File: config.mk
export PLATFORM = sky130hd
export DESIGN_NAME = coef_bank_sequencer
export DESIGN_NICKNAME = d
export VERILOG_FILES = /design/src/rtl/coef_bank_pkg.sv /design/src/rtl/onehot_encode.sv /design/src/rtl/coef_bank_sequencer.sv
export SDC_FILE = /design/constraint.sdc
export NUM_CORES = 1
export LEC_CHECK = 0
export CAP_MARGIN = 10
export CORE_MARGIN = 3
export CORE_UTILIZATION = 42
export CTS_BUF_LIST = sky130_fd_sc_hd__clkbuf_4
export CTS_CLUSTER_SIZE = 10
export DETAILED_ROUTE_END_ITERATION = 10
export PLACE_DENSITY_LB_ADDON = 0.2
export REMOVE_ABC_BUFFERS = 1
export SLEW_MARGIN = 20
export SYNTH_ARGS = -nofsm -noshare
export SYNTH_HDL_FRONTEND = slang
export SYNTH_HIERARCHICAL = 1
export SYNTH_SLANG_ARGS = --single-unit
File: constraint.sdc
create_clock -name clk -period 2.9 [get_ports clk]
set_input_delay 0.725 -clock clk [delete_from_list [all_inputs] [get_ports clk]]
set_output_delay 0.725 -clock clk [all_outputs]
set_load 0.05 [all_outputs]
File: src/rtl/coef_bank_pkg.sv
// Shared defaults and state encoding for the coefficient bank sequencer.
package coef_bank_pkg;

    localparam int unsigned DEFAULT_DEPTH = 10;
    localparam int unsigned DEFAULT_WIDTH = 32;
    localparam int unsigned PTR_W         = $clog2(DEFAULT_DEPTH);

    typedef enum logic [1:0] {
        LOAD,
        READY,
        DRAIN
    } seq_state_e;

endpackage

File: src/rtl/onehot_encode.sv
// Binary pointer to DEPTH-bit one-hot select; all zero while en is low.
module onehot_encode #(
    parameter int unsigned DEPTH = 10,
    parameter int unsigned PTR_W = 4
) (
    input  logic [PTR_W-1:0] ptr,
    input  logic             en,
    output logic [DEPTH-1:0] onehot
);

    always_comb begin
        onehot = '0;
        for (int unsigned i = 0; i < DEPTH; i++) begin
            onehot[i] = en && (ptr == PTR_W'(i));
        end
    end

endmodule

File: src/rtl/coef_bank_sequencer.sv
// Load/playback controller for the one-hot-addressed coefficient register bank.
module coef_bank_sequencer
    import coef_bank_pkg::*;
#(
    parameter int unsigned DEPTH = DEFAULT_DEPTH,
    parameter int unsigned WIDTH = DEFAULT_WIDTH
) (
    input  logic             clk,
    input  logic             reset,
    input  logic             in_valid,
    output logic             in_ready,
    input  logic [WIDTH-1:0] in_data,
    input  logic             start,
    input  logic             reload,
    output logic             out_valid,
    input  logic             out_ready,
    output logic [WIDTH-1:0] out_data,
    output logic             out_last,
    output logic [DEPTH-1:0] bank_wsel,
    output logic [WIDTH-1:0] bank_wdata,
    output logic [DEPTH-1:0] bank_rsel,
    input  logic [WIDTH-1:0] bank_rdata,
    output logic             loaded
);

    localparam int unsigned         PTR_BITS = $clog2(DEPTH);
    localparam logic [PTR_BITS-1:0] LAST_PTR = PTR_BITS'(DEPTH - 1);
    localparam logic [PTR_BITS-1:0] PTR_ONE  = PTR_BITS'(1);

    seq_state_e          state_q, state_d;
    logic [PTR_BITS-1:0] wr_ptr_q, wr_ptr_d;
    logic [PTR_BITS-1:0] rd_ptr_q, rd_ptr_d;
    logic [WIDTH-1:0]    wdata_q, wdata_d;
    logic [DEPTH-1:0]    wsel_q, wsel_d;
    logic [DEPTH-1:0]    rsel_q, rsel_d;
    logic                accept;
    logic                rsel_en;

    always_comb begin
        state_d  = state_q;
        wr_ptr_d = wr_ptr_q;
        rd_ptr_d = rd_ptr_q;
        wdata_d  = wdata_q;
        accept   = 1'b0;
        unique case (state_q)
            LOAD: begin
                accept = in_valid;
                if (in_valid) begin
                    wdata_d = in_data;
                    if (wr_ptr_q == LAST_PTR) begin
                        wr_ptr_d = '0;
                        state_d  = READY;
                    end else begin
                        wr_ptr_d = wr_ptr_q + PTR_ONE;
                    end
                end
            end
            READY: begin
                if (reload) begin
                    state_d = LOAD;
                end else if (start) begin
                    state_d  = DRAIN;
                    rd_ptr_d = '0;
                end
            end
            DRAIN: begin
                if (out_ready) begin
                    if (rd_ptr_q == LAST_PTR) begin
                        state_d  = READY;
                        rd_ptr_d = '0;
                    end else begin
                        rd_ptr_d = rd_ptr_q + PTR_ONE;
                    end
                end
            end
            default: state_d = LOAD;
        endcase
    end

    // Selects are computed from next-state values and then registered, so the
    // read select stays put whenever the consumer stalls.
    assign rsel_en = (state_d == DRAIN);

    onehot_encode #(
        .DEPTH (DEPTH),
        .PTR_W (PTR_BITS)
    ) u_wsel_enc (
        .ptr    (wr_ptr_q),
        .en     (accept),
        .onehot (wsel_d)
    );

    onehot_encode #(
        .DEPTH (DEPTH),
        .PTR_W (PTR_BITS)
    ) u_rsel_enc (
        .ptr    (rd_ptr_d),
        .en     (rsel_en),
        .onehot (rsel_d)
    );

    always_ff @(posedge clk) begin
        if (reset) begin
            state_q  <= LOAD;
            wr_ptr_q <= '0;
            rd_ptr_q <= '0;
            wdata_q  <= '0;
            wsel_q   <= '0;
            rsel_q   <= '0;
        end else begin
            state_q  <= state_d;
            wr_ptr_q <= wr_ptr_d;
            rd_ptr_q <= rd_ptr_d;
            wdata_q  <= wdata_d;
            wsel_q   <= wsel_d;
            rsel_q   <= rsel_d;
        end
    end

    assign in_ready   = (state_q == LOAD) && !reset;
    assign out_valid  = (state_q == DRAIN) && !reset;
    assign out_last   = out_valid && (rd_ptr_q == LAST_PTR);
    assign loaded     = ((state_q == READY) || (state_q == DRAIN)) && !reset;
    assign out_data   = bank_rdata;
    assign bank_wsel  = wsel_q;
    assign bank_wdata = wdata_q;
    assign bank_rsel  = rsel_q;

endmodule

==> summary.txt <==
Placement
  • Port Buf Inserts: 93
  • Placer Congestion: 0.791
  • HPWL Detailed: 5120 um
  • Placed insts: 455

Global route
  • First-pass GRT wire length: 11000 um
  • Global-route usage over all layers: 19.5%
  • Vias in the first global route: 2161
  • Largest net degree at the start of global routing: 39
  • Met1 Usage GRT: 25.9%
  • Antenna violations before repair: 0
  • GRT overflow: 0
  • GR Util met3: 10.8%
  • GR peak layer: met2
  • Met2 Use GR: 26.0%

Setup path
  • CP cell instances: inv_1 > ha_1 > inv_1 > nor3_1 > buf_12
  • Worst Setup Start Kind: flop
  • CP Class: flop to output port
  • Worst endpoint required time: 2.17 ns
  • Worst Reg-to-Reg Cells: 9
  • CP top delay family: buffers and inverters
  • Setup slack, reg-to-reg: 0.60 ns
  • Launching point of the worst reg2reg path: state_q[0]
  • Crit-path slowest cell: dfxtp_1
  • Crit path buffers/inverters: 3
  • Reg-to-Reg End: bank_rsel[0]
  • CP Max Fanout: 6
  • CP most frequent cell: inv_1
  • Worst path max stage delay: 0.35 ns
  • Crit end category: output port
  • Crit path arrival time: 1.76 ns

Layout
  • Most frequent cells in the layout: clkdlybuf4s50_1, nand2_1, dfxtp_1, a21oi_1, nor2b_1
  • Fill count: 543
  • Most common cell after layout, fill and taps aside: clkdlybuf4s50_1
  • Share of layout cells above drive strength 1: 7.32%
  • Nets: 467
  • Fin cells: 471
  • P&R area growth vs syn: 35.5%
  • Antenna diodes: 0

Route
  • WL per Instance: 15.2 um
  • Detail Route Antenna Nets: 0
  • Starting DRT DRC Count: 85
  • Pre-antenna DRT Iters: 5
  • DRC viols: 0
  • Vias: 2310
  • Mean number of vias per cell: 4.90
  • Routed wire length: 7160 um

Clock tree
  • Longest Clk Path Bufs: 2
  • Worst-Skew Late Latency: 0.40 ns
  • Post-CTS setup buffers: 0
  • Clk root buf: clkbuf_4
  • Cts repair resizes: 0
  • H-tree Lvls: 3
  • CTS tree: yes
  • Cts bufs inserted: 9
  • Clk slew on worst S/H paths: 0.11 ns
  • Clock sinks: 62
  • CTS hold repair buffers: 0

Timing
  • Tcrit/Tclk final: 85.7%
  • Fin. Hold Viols: 0
  • Count of pins over their slew limit: 0
  • Tmin final: 2.48 ns
  • Slew headroom: 64.5%
  • Fin Setup TNS: 0 ns
  • Fmax: 402 MHz
  • Worst Max-Slew Pin Slew: 0.530 ns
  • # setup viols final: 0
  • RSZ-0062 raised after global routing: false
  • Max Clock Skew: 0.0116 ns

Power
  • PwrDens: 510 nW/um^2
  • Leak: 1.38 nW
  • Peak VDD IR: 0.322 mV

Synthesis
  • Seq/Total Area, Yosys: 46.2%
  • Synthesized instance count: 328
  • Synth Flop Type: dfxtp_1
  • Post-synth EDFFs: 0
  • Mean area per synthesized cell: 8.19 um^2
  • Post-synth ARST share: 0%
  • FF+latch count, synth: 62
  • Yosys cell types: 33
  • Ys Warns: 6
  • Netlist Area Pre-Place: 2690 um^2

Run status
  • Status: finished clean

Worst hold path
  • Hold Crit Class: flop to flop
  • Hold Crit Endpoint: bank_wdata[11]
  • HP Start: bank_wdata[11]
  • Hold path cells: 2

Floorplanning
  • Core Footprint: 6060 um^2
  • Initial Utilization: 44.3%
  • Row Count: 28
  • DIE HEIGHT: 86.0 um
  • Die width: 86.0 um
  • Die area: 7400 um^2
  • I/O pin total: 158

Flow run
  • Max Cap Violations: 0
==> per-layer routing <==
| layer | wire (um) | part of all wire, % |
|---|---|---|
| met1 | 3320 | 46 |
| met2 | 2890 | 40 |
| met3 | 855 | 12 |
| met4 | 93 | 1.3 |
| met5 | 0 | 0 |
==> metrics by stage <==
stage	cell area, um^2	hold WS (ns)	util, %	power (mW)	setup slack [ns]
finish	3640	0.457	60.1	1.86	0.415
global route	3640	0.479	60.1	1.94	0.247
CTS	3640	0.459	60.1	1.88	0.383
detailed placement	3480	0.446	57.5	1.21	0.0496
global placement	3480	0.441	57.5	1.20	0.102
floorplan	2390	0.482	-	1.07	0.363
==> worst max path at each step <==
stage	endpoint	from	cells after the start
detailed placement	bank_rsel[0]	out_ready	8
floorplan	out_last	state_q[0]	4
finish	out_last	state_q[0]	5
global placement	bank_rsel[0]	out_ready	8
global route	out_last	state_q[0]	5
CTS	out_last	state_q[0]	5
==> cells in the mapped netlist (2+ instances only) <==
cell type / number / area share [%]
clkbuf_1: 9 / 1.3
nand2b_1: 7 / 1.6
or3b_1: 3 / 0.98
buf_4: 32 / 8.9
ha_1: 6 / 2.8
buf_2: 3 / 0.56
and3_1: 2 / 0.47
nor3_2: 3 / 1.1
nand3b_1: 6 / 1.7
nor3_1: 10 / 1.9
inv_1: 5 / 0.70
a21oi_1: 37 / 6.9
nor2_1: 22 / 3.1
a211oi_1: 2 / 0.56
o21ai_0: 4 / 0.74
nor2b_1: 25 / 5.8
nand3_1: 2 / 0.37
nand2_1: 74 / 10
dfxtp_1: 62 / 46
==> worst register-to-register path: cells and delay by family (launching register included) <==
kind,cells,cell delay (ns)
flops,1,0.39
simple gates,6,1.20
buf+inv,1,0.09
compound gates,1,0.29
fa+ha+maj,1,0.27
==> cell type report <==
cell class | count | area, um^2 | share of cell area [%]
inverters | 6 | 22.5 | 0.619
flip-flops and latches | 62 | 1240 | 34.1
multi-input cells | 215 | 1130 | 31.1
clock inverters | 5 | 73.8 | 2.03
well taps | 75 | 93.8 | 2.58
clock buffers | 11 | 82.6 | 2.27
repair buffers | 97 | 996 | 27.4
==> sequential cells by signal, summed over array words and instances (netlist names) <==
register    cells
wr_ptr_q        4
state_q         2
bank_wsel      10
rd_ptr_q        4
bank_wdata     32
bank_rsel      10
==> cells by family (layout without fill, tap and decap cells) <==
group,after synthesis,after routing,synth area share (%)
XOR/XNOR,2,2,0.652
AO/OA/AOI/OAI,48,48,9.64
buffers and inverters,51,119,11.7
adder cells (fa/ha/maj),6,6,2.79
flip-flops,62,62,46.2
AND/OR/NAND/NOR,159,159,29.0
==> report_power, final <==
group / internal [mW] / switching (mW)
logic: 0.115 / 0.169
clock network: 0.364 / 0.309
registers: 0.881 / 0.0203
total: 1.36 / 0.498
Power figures use the tool's default switching activity.
